## src/rtl/dbg_reg_reader.sv

```systemverilog
// Debug register read responder: GPR reads take 3 cycles to response (regfile port), CSR/PC/x0/illegal take 1.
// One request outstanding; the response is held stable and new requests are refused until it is accepted.
module dbg_reg_reader #(
  parameter int XLEN  = 64,
  parameter int CNT_W = 16
) (
  input  logic             clock,
  input  logic             reset,
  input  logic             dbg_req_valid,
  output logic             dbg_req_ready,
  input  logic [5:0]       dbg_req_addr,
  output logic             dbg_rsp_valid,
  input  logic             dbg_rsp_ready,
  output logic [XLEN-1:0]  dbg_rsp_data,
  output logic             dbg_rsp_err,
  output logic             gpr_ren,
  output logic [4:0]       gpr_raddr,
  input  logic [XLEN-1:0]  gpr_rdata,
  input  logic [XLEN-1:0]  csr_reg_0,
  input  logic [XLEN-1:0]  csr_reg_1,
  input  logic [XLEN-1:0]  csr_reg_2,
  input  logic [XLEN-1:0]  csr_reg_3,
  input  logic [XLEN-1:0]  pc,
  output logic [CNT_W-1:0] rsp_count
);

  typedef enum logic [1:0] {IDLE, RD, CAP, RSP} state_t;

  state_t          state, state_nxt;
  logic [4:0]      addr_q;
  logic [XLEN-1:0] data_q;
  logic            err_q;
  logic [CNT_W-1:0] cnt_q;
  logic            req_acc, rsp_acc, is_gpr;
  logic [XLEN-1:0] imm_data;
  logic            imm_err;

  assign req_acc = dbg_req_valid & dbg_req_ready;
  assign rsp_acc = dbg_rsp_valid & dbg_rsp_ready;
  assign is_gpr  = (dbg_req_addr[5] == 1'b0) && (dbg_req_addr[4:0] != 5'd0);

  always_ff @(posedge clock) begin
    if (reset) state <= IDLE;
    else       state <= state_nxt;
  end

  always_comb begin
    state_nxt = state;
    case (state)
      IDLE: if (req_acc) state_nxt = is_gpr ? RD : RSP;
      RD:   state_nxt = CAP;
      CAP:  state_nxt = RSP;
      RSP:  if (dbg_rsp_ready) state_nxt = IDLE;
      default: state_nxt = IDLE;
    endcase
  end

  always_comb begin
    dbg_req_ready = (state == IDLE) && !reset;
    dbg_rsp_valid = (state == RSP);
    gpr_ren       = (state == RD);
    gpr_raddr     = (state == RD) ? addr_q : 5'd0;
  end

  // Non-GPR sources resolve immediately from the live values at the accept edge.
  always_comb begin
    imm_data = '0;
    imm_err  = 1'b0;
    case (dbg_req_addr)
      6'd32:   imm_data = csr_reg_0;
      6'd33:   imm_data = csr_reg_1;
      6'd34:   imm_data = csr_reg_2;
      6'd35:   imm_data = csr_reg_3;
      6'd36:   imm_data = pc;
      default: imm_err  = (dbg_req_addr > 6'd36);
    endcase
  end

  always_ff @(posedge clock) begin
    if (reset) begin
      addr_q <= 5'd0;
      data_q <= '0;
      err_q  <= 1'b0;
      cnt_q  <= '0;
    end else begin
      if (req_acc) begin
        addr_q <= dbg_req_addr[4:0];
        if (!is_gpr) begin
          data_q <= imm_data;
          err_q  <= imm_err;
        end
      end
      if (state == CAP) begin
        data_q <= gpr_rdata;
        err_q  <= 1'b0;
      end
      if (rsp_acc) cnt_q <= cnt_q + CNT_W'(1);
    end
  end

  assign dbg_rsp_data = data_q;
  assign dbg_rsp_err  = err_q;
  assign rsp_count    = cnt_q;

endmodule

```

## config.mk

```make
export PLATFORM = sky130hd
export DESIGN_NAME = dbg_reg_reader
export DESIGN_NICKNAME = d
export VERILOG_FILES = /design/src/rtl/dbg_reg_reader.sv
export SDC_FILE = /design/constraint.sdc
export NUM_CORES = 1
export LEC_CHECK = 0
export ABC_AREA = 0
export CORE_AREA = 2 2 189 191
export DETAILED_ROUTE_END_ITERATION = 7
export DIE_AREA = 0 0 191 193
export PLACE_DENSITY = 0.57
export SYNTH_ARGS = -nofsm -noshare
export SYNTH_HDL_FRONTEND = slang
export SYNTH_SLANG_ARGS = --single-unit
```

## constraint.sdc

```tcl
create_clock -name clock -period 2.2 [get_ports clock]
set_clock_uncertainty 0.15 [all_clocks]
set_input_delay 0.33 -clock clock [delete_from_list [all_inputs] [get_ports clock]]
set_output_delay 0.33 -clock clock [all_outputs]
set_load 0.02 [all_outputs]
```

Word level (Yosys, flattened, before mapping)
Cells that the tools add are included.

operators by class
  shifts and indexed selects = 0
  $lt $le $gt $ge = 1
  divide/modulo/power cells = 0
  multiplexer cells = 10
  reductions and logical operators = 11
  add/sub/neg operators = 1
  bitwise operators = 4
  equal/unequal tests = 11
  $mul = 0

operators with widths
  operator               count
  $pmux 64 s5            1
  $mux 64                3
  $eq 6x6->1 const B     5
  $add 16x1->16 const B  1
  $pmux 2 s4             1
  $gt 6x6->1 const B     1
  $mux 2                 3
  $reduce_and 2->1       3
  $mux 5                 1
  $reduce_bool 5->1      1
  $reduce_or 5->1        1
  $eq 2x2->1 const B     2
  $ne 2x1->1 const B     2
  $and 1x1->1            2
  $eq 2x1->1 const B     1
  $logic_and 1x1->1      2
  $logic_not 2->1        1
  $ne 2x2->1 const B     1
  $not 1->1              2
  $reduce_bool 2->1      1
  $reduce_or 2->1        1
  $logic_not 1->1        1
  $mux 1                 1

word-level totals
  memory bits (read-only) = 0
  bits in registers = 88
  bits of input ports = 394
  memory bits (writable) = 0
  bits in latches = 0
  memories = 0

Depth between registers and ports, before layout
Gate-level depths: netlist (run 1).

  depth after elaboration = 5
  gate-level depth with buffers = 9
  gate-level depth less buffers = 6

Worst setup path before layout (run 1)
No wires, ideal clock.

  path type = input to register
  start point = input port dbg_req_addr[0]
  end point = register data_q[0] (netlist: dbg_rsp_data[0])
  setup slack = -42 ps
  required time = 1917 ps
  setup time = 133 ps
  stages = 8
  arrival = 1959 ps
  cells stage by stage = clkbuf_1 > or4_1 > clkbuf_1 > o31a_1 > buf_6 > buf_6 > a2111oi_2 > o22ai_1

on the way
  cells in the longest elaborated chain, start to end = 5
  elaborated cells between the ends (all ways) = 13

RTL lines
  item                  RTL line  text
  start, declared       11        input logic [5:0] dbg_req_addr,
  $eq 6x6->1            69        case (dbg_req_addr)
  $pmux 64 s5           69
  $mux 64               88        if (!is_gpr) begin
  $mux 64               86        if (req_acc) begin
  $mux 64               93        if (state == CAP) begin
  end signal, assigned  89        data_q <= imm_data;
  end signal, assigned  94        data_q <= gpr_rdata;
  end, declared         31        logic [XLEN-1:0] data_q;

Parallel ways exist; a longest one is shown, timed or not. The select of a mux whose other input is x is not followed.
A chain may end at the register's enable or synchronous reset.

Worst setup path in the final report (run 1)
  start point = input port dbg_req_addr[4]
  end point = register data_q[18] (netlist: dbg_rsp_data[18])

The elaborated chain is that of the path after synthesis.

==> results by stage, run 1 <==
Cells and area:
- The area growth from synthesis to layout is 98.5%.
- The share of layout cells above drive strength 1 is 0.153.
- After routing the design area is 13600 µm².
- Counting the fill cells in the layout gives 3528.
- The final layout contains 1707 nets.

Logic synthesis:
- Yosys attributes the largest share of cell area to dfxtp_1, mux2i_1, a2111oi_2.
- The count of synthesis-stage warnings from yosys is 0.
- The synthesized design spends more area on one cell type than any other, namely dfxtp_1.
- In this run, distinct cell masters in the synthesized netlist total 40.
- The synthesized cell area is 6840 µm².
- The number of flops mapped to enable cells by yosys is 0.
- For this run, the leading register cell type out of synthesis is dfxtp_1.
- The sequential fraction of the synthesis area is 0.258.
- The number of instances in the synthesized netlist is 806.
- The synthesis-stage register bit count is 88.
- Among all cell types in the netlist, the one instantiated most often is mux2i_1.
- The commonest cells after synthesis are mux2i_1, dfxtp_1, nand2_1, nor3_1.
- The post-synthesis net count is 1206.
- Of all flip-flops after synthesis, the portion carrying an async set or reset was 0.
- The average cell area after synthesis is 8.48 µm².
- The portion of synthesized cell area occupied by the leading cell type is 0.258.

Floorplanning:
- The floorplan step defined a die boundary enclosing 36900 µm².
- From bottom edge to top edge, the die measures 193 µm.
- The effective utilization at floorplan is 0.196.
- The number of rows in the core area is 69.
- In this run the count of I/O pins placed on the die edge is 483.
- The core area is 35000 µm².
- The floorplan step set the die width to 191 µm.

STA:
- Measured against its own limit, the worst slew margin works out to 0.494.
- The max-slew violation total from the final report is 0.
- The pin slew with the least headroom to its limit is 0.760 ns.
- The slack of the critical path is 0.0404 ns.
- The final period utilization is 0.982.
- Based on the critical path, the design can be clocked at up to 463 MHz.
- The hold violation count in the final report is 0.
- The time the worst path needs with I/O delays and setup is 2.16 ns.
- Setup violations remaining at the end of the flow were counted as 0.

Setup path:
- The data required time of the worst path is 2.27 ns.
- For this design, the slowest cell found on the critical path is or4_4.
- The data arrival time of the critical path is 2.23 ns.
- The nature of the critical path endpoint is a flip-flop.
- The kind of launch point of the worst setup path is a primary input.
- The terminus of the critical flop-to-flop path is dbg_rsp_data[18].
- The path depth of the worst reg2reg path is 8.
- In this design, the stage delay of the slowest critical-path cell is 0.49 ns.
- The signal on the critical path passes through clkdlybuf4s15_2 > or4_4 > o31a_4 > buf_8 > buf_4 > a2111oi_0 > o22ai_1.
- The startpoint identified for the worst register-to-register timing path is state[0].
- The maximum net fanout on the critical path is 5.
- The classification of the worst setup path is primary input to flip-flop.
- The setup slack on the worst flop-to-flop path is 0.05 ns.

Run status:
- The run finished with clean final reports.

Detailed routing:
- The post-detailed-route via-to-cell ratio is 4.87.
- The count of vias placed by the detailed router is 8649.
- In the final routed layout, each cell accounts on average for 21.2 µm.
- The number of optimization iterations in the first detailed-route pass is 4.
- Once detail routing completed, the nets flagged for antenna violations numbered 0.
- The sum of routed wire length over all layers is 37.7 mm.
- For this block, the initial DRC count from the detailed router was 422.
- In the routed design, unresolved DRC markers number 0.

Clocking:
- The clock net in this run drives a total of 88 sinks.
- The number of buffers added by the clock tree synthesis step is 9.
- The root buffer cell is clkbuf_16.
- The deepest level of the CTS H-tree is 3.
- The TritonCTS clock tree is built.
- The clock transition at the registers of the reported paths is 0.08 ns.
- The clock latency on the worst-skew pair is 0.35 ns.
- The buffer depth of the longest clock path is 2.

Global route:
- The pin count of the biggest net entering global routing is 68.
- The via count of the first global-routing pass came to 8853.
- The first-pass GRT wire length is 53.4 mm.
- The number of antenna violations at the first check in global routing is 3.
- The overflow left after global routing is 0.
- The overall routing resource usage is 0.189.

Flow run:
- The tool flagged a number of max-cap violations equal to 0.

Power and ir drop:
- Dividing total power by cell area gives a power density of 587 nW/µm².
- The maximum VDD drop is 0.000328 V.
- Summed over all cells, the static leakage comes to 4.77 nW.

Worst hold path:
- The worst hold path passes through 3 cells.
- The start point of the worst hold path is reset.
- The class of the worst hold path is primary input to flip-flop.
- The worst hold path terminates at state[0].

Placed design:
- After detailed placement, the total cell area comes to 12600 µm².
- The setup slack after placement is -0.725 ns.
- The number of buffers added on ports is 482.
- The half-perimeter wire length after placement is 27.5 mm.
- At the end of routability-driven placement, the weighted congestion stood at 0.856.
## worst max-delay path: cells and delay by family
family	cells	cell delay, ns
AO/OA/AOI/OAI	3	0.94
AND/OR/NAND/NOR	1	0.49
buffers and inverters	3	0.48
## power breakdown
| group | total (mW) | switching [mW] | internal [mW] |
|---|---|---|---|
| Combinational | 4.18 | 2.05 | 2.13 |
| Sequential | 2.15 | 0.196 | 1.95 |
| Clock | 1.64 | 0.830 | 0.806 |
| Total | 7.97 | 3.08 | 4.89 |
## registers in the layout (all words and copies together) (netlist names)
signal / flops
dbg_rsp_err: 1
dbg_rsp_data: 64
addr_q: 5
rsp_count: 16
state: 2
## what timing repair did
action,in CTS,in global routing
hold endpoints to repair,0,0
hold buffers,0,0
gates resized for setup,58,44
gates cloned,3,3
endpoints found under the setup margin,72,61
setup buffers,7,6
pin swaps,15,15
## cell usage in the layout (no fill, tap or decap), types with 15 or more instances in the layout
cell type	Yosys	routed
a2111oi_2	50	35
nand2_1	76	76
nor3_1	65	64
clkdlybuf4s50_1	0	468
buf_4	1	73
dfxtp_1	88	86
o21ai_0	57	48
nor3b_1	64	63
o22ai_1	63	60
a21oi_1	15	15
a2111oi_4	0	22
mux2i_1	128	128
## area by class of cell
| type | instances | area [µm²] | share of cell area |
|---|---|---|---|
| clock inverters | 7 | 73.8 | 0.00544 |
| flip-flops and latches | 88 | 1760 | 0.130 |
| repair buffers | 580 | 5850 | 0.431 |
| inverters | 5 | 18.8 | 0.00138 |
| clock buffers | 9 | 225 | 0.0166 |
| well taps | 461 | 577 | 0.0425 |
| multi-input cells | 623 | 5050 | 0.372 |
| diodes | 3 | 7.51 | 0.000553 |
## kinds of logic (layout without fill, tap and decap cells)
| logic type | after synthesis | after routing | synth area share |
|---|---|---|---|
| AOI/OAI and AO/OA | 220 | 220 | 0.259 |
| other | 0 | 3 | 0 |
| xor gates and xnor gates | 9 | 9 | 0.0115 |
| and+or+nand+nor | 260 | 260 | 0.208 |
| adders and majority gates | 6 | 6 | 0.0110 |
| DFF | 88 | 88 | 0.258 |
| buffers and inverters | 95 | 601 | 0.0655 |
| muxes | 128 | 128 | 0.187 |
## routing by layer
layer,track usage,up-vias,wire length (µm),part of all wire
met5,0,-,0,0
met4,0.0698,0,898,0.024
met3,0.0465,53,2830,0.075
met2,0.334,355,19100,0.51
met1,0.222,4149,14900,0.39
li1,-,4092,-,-
## per-stage QoR
step                      power [mW]  setup TNS (ns)  std cells   util  hold WS [ns]
after floorplan                 3.86               0        806      -         0.282
after global placement          5.99          -34.57       1742  0.360         0.293
after detailed placement        6.00          -37.54       1742  0.360         0.294
after CTS                       7.87         -0.0237       1767  0.380         0.122
after global routing            8.39         -0.0122       1775  0.388         0.154
final                           7.97               0       1776  0.388         0.143
## worst max-delay path by stage
stage,start,to
final,dbg_req_addr[4],dbg_rsp_data[18]
after global routing,state[1],dbg_rsp_data[7]
after CTS,dbg_req_addr[4],dbg_rsp_data[60]
after detailed placement,dbg_req_addr[4],dbg_rsp_data[14]
after global placement,dbg_req_addr[4],dbg_rsp_data[14]
after floorplan,state[0],rsp_count[15]
Power figures use the tool's default switching activity.
==> run 2: changes to the inputs <==
ABC_AREA = 1   (was 0)
CORE_AREA = 2 2 190 192   (was 2 2 189 191)
DIE_AREA = 0 0 192 194   (was 0 0 191 193)
PLACE_DENSITY = 0.58   (was 0.57)
==> run 2 against run 1 <==
Fmax grew 2.0%. Final cell count grew 33%. Sequential share of layout area is essentially flat. Critical path depth grew 4. Hold slack gained 0.17 ns. Clock power shrank 2%. First-iteration DRC count grew 35%. Flip-flop and latch count is the same. Die area grew 1.0%. Clock-buffer cell count is the same. Critical path type unchanged. Highest routed layer is now met5.
==> results by stage, run 2 <==
Run status:
- The flow ran to the end, and the final reports show no timing, DRC or antenna violations.

Detailed routing:
- The average routed wire per standard cell is 17.0 µm.
- The number of optimization iterations in the first detailed-route pass is 5.
- In the routed design, unresolved DRC markers number 0.
- In the routed layout, each cell is associated on average with a via count of 4.44.
- After the first detailed-routing iteration, the DRC count stood at 569.
- The count of vias placed by the detailed router is 10517.
- The remaining number of nets flagged by the antenna check after routing is 0.
- The routed design has 40.3 mm of wire.

STA:
- The max-slew violation total from the final report was 0.
- Dividing the final minimum period by the clock period gives 0.963.
- Setup violations remaining at the end of the flow were counted as 0.
- The time the worst path needs with I/O delays and setup is 2.12 ns.
- Setup repair after global routing left no endpoint under its margin.
- The sum of negative setup slack is 0 ns.
- The maximum clock frequency is 472 MHz.
- The pin slew with the least headroom to its limit is 0.936 ns.
- The worst pin sits at a relative slew slack of 0.376.
- The hold violation count in the final report is 0.

Logic synthesis:
- The top cell type by total area after synthesis is dfxtp_1.
- Counting flops with an async set or reset pin after synthesis yields a share of 0.
- Averaged over all synthesized cells, the footprint is 5.15 µm².
- Counting flops with a built-in enable in the synthesized netlist gives 0.
- The synthesized cell area is 7350 µm².
- The count of synthesis-stage warnings from yosys is 0.
- The portion of synthesized cell area occupied by the leading cell type is 0.240.
- After synthesis, the netlist uses 25 different library cells.
- Counting flops and latches in the post-synthesis netlist gives 88.
- The sequential fraction of the synthesis area is 0.240.
- The post-synthesis net count is 1828.
- The number of instances in the synthesized netlist is 1428.
- In the post-synthesis netlist, the biggest area contributors are dfxtp_1, nor2_1, nand2_1.
- In the synthesized netlist, the cells that appear most often are nor2_1, nand2_1, nand3_1, inv_1, dfxtp_1.
- The leading cell type by number of instances after synthesis is nor2_1.
- In the synthesized netlist the dominant register cell turns out to be dfxtp_1.

Setup path:
- The slowest cell on the critical path is clkdlybuf4s50_1.
- Walking the worst path, the cells encountered are clkdlybuf4s50_1 > inv_2 > nand2_1 > nor2_4 > buf_12 > nand3_1 > nand2_1 > nor2_1 > nand2_1 > nand2_1 > a21oi_1.
- Data on the critical path arrives at its endpoint at 2.23 ns.
- The cell that appears most often on the critical path is nand2_1.
- The maximum net fanout on the critical path is 64.
- The nature of the critical path endpoint is a flip-flop.
- The classification of the worst setup path is primary input to flip-flop.
- The worst setup path is launched from a primary input.
- At the worst endpoint, the required time is 2.32 ns.
- The highest cell delay on the worst timing path is 0.46 ns.

Global route:
- The overflow left after global routing is 0.
- Across every metal layer, demand over resource in global routing totals 0.206.
- The via count of the first global-routing pass is 10218.
- The pin count of the biggest net entering global routing is 81.
- The number of antenna violations at the first check in global routing is 3.
- The first global-routing pass estimated 59.0 mm of wire.

Cells and area:
- Summing all non-filler instances in the final layout gives an area of 13500 µm².
- The number of nets at the end of the flow is 2300.
- In the final layout, the share of cells above drive strength 1 is 0.0535.
- The library cells used most frequently in the layout, excluding fill and tap cells, are clkdlybuf4s50_1, nor2_1, nand2_1, nand3_1, inv_1.
- Relative to the synthesized area, the layout overhead comes to 84.0%.
- The leading cell type in the layout, fill and taps excluded is clkdlybuf4s50_1.
- The utilization after layout is 0.384.
- The register with the most flip-flops in the layout has 64 of them.

Clocking:
- TritonCTS built the clock tree.
- The deepest level of the CTS H-tree is 3.
- The clock transition at the registers of the reported paths is 0.07 ns.
- The root buffer cell is clkbuf_16.
- In this run, post-CTS hold repair placed 0 buffers.
- Clock tree synthesis inserted a total of 9 buffers.
- The clock drives 88 sinks.
- The buffer depth of the longest clock path is 2.
- The clock latency on the worst-skew pair is 0.35 ns.

Floorplanning:
- Pin placement for this block handled 483 I/O pins.
- The effective utilization at floorplan is 0.209.
- The die covers 37200 µm².
- Measured along the y axis, the die boundary spans 194 µm.
- The die boundary width is 192 µm.
- The core area is 35200 µm².
- The number of rows in the core area is 69.

Power and ir drop:
- Power spread over the standard cell area amounts to 572 nW/µm².
- The maximum VDD drop is 0.000341 V.
- For this design the static power due to leakage is 6.47 nW.

Placed design:
- After detailed placement, the total cell area comes to 13200 µm².
- At the end of routability-driven placement, the weighted congestion stood at 0.912.
- Once detailed placement completed, the half-perimeter wirelength came to 30.8 mm.
- The count of buffers added on input and output ports is 482.

Flow run:
- The reported max-cap violation count is 0.

Worst hold path:
- The class of the worst hold path is flip-flop to flip-flop.
[run 2: repair_timing]
action	CTS	global route
endpoints found under the setup margin	7	28
setup buffers	0	1
pin swaps	0	2
resized for setup	8	3
cloned	0	1
[run 2: report_power, final]
part / switching, mW / total [mW] / internal (mW)
clock: 0.797 / 1.60 / 0.804
combinational: 2.30 / 4.25 / 1.95
sequential: 0.109 / 1.88 / 1.78
total: 3.20 / 7.73 / 4.53
[run 2: routing by layer]
| metal | vias to the layer above | track usage | wire (µm) |
|---|---|---|---|
| met5 | - | 0 | 13 |
| met4 | 2 | 0.0650 | 1020 |
| met3 | 51 | 0.0527 | 3400 |
| met2 | 414 | 0.360 | 19500 |
| met1 | 4723 | 0.246 | 16300 |
| li1 | 5327 | - | - |
[run 2: path summary, 6_finish.rpt]
check,from,endpoint,slack (ns),cells after the start
worst max-delay path,dbg_req_addr[4],dbg_rsp_data[37],0.08,11
worst min-delay path,dbg_rsp_data[38],dbg_rsp_data[38],0.31,2
worst max register to register,state[1],dbg_rsp_data[50],0.16,10
worst min register to register,dbg_rsp_data[38],dbg_rsp_data[38],0.31,2
[run 2: through the flow]
| step | hold WS (ns) | std cells | setup WS (ns) | total power, mW |
|---|---|---|---|---|
| after floorplan | 0.303 | 1428 | 0.302 | 4.05 |
| after global placement | 0.300 | 2348 | -0.266 | 6.11 |
| after detailed placement | 0.303 | 2348 | -0.256 | 6.12 |
| after CTS | 0.301 | 2364 | 0.0844 | 7.77 |
| after global routing | 0.333 | 2367 | 0.00528 | 8.36 |
| final | 0.312 | 2368 | 0.0819 | 7.73 |
[run 2: cell families after synthesis]
logic type      Yosys count  share of synthesized area
buf+inv                 247                      0.134
simple gates            987                      0.544
flops                    88                      0.240
xor+xnor                  5                    0.00596
compound gates           95                     0.0657
fa+ha+maj                 6                     0.0102
[run 2: final cells by class]
type / instances / area, µm²
timing repair buffer: 550 / 5630
fill: 3853 / 21700
multi-input combinational: 1093 / 4660
tap: 461 / 577
clock buffer: 9 / 225
inverter: 158 / 596
antenna: 2 / 5.00
sequential: 88 / 1760
clock inverter: 7 / 68.8
[run 2: worst max-delay path, delay by kind of cell]
family / cells / cell delay [ns]
simple gates: 7 / 0.89
buf+inv: 3 / 0.84
compound gates: 1 / 0.11
==> run 3: changes to the inputs <==
CAP_MARGIN = 15   (was not set)
==> results of run 3 <==
No change in the layout: final DEF, timing and power equal those of run 2.
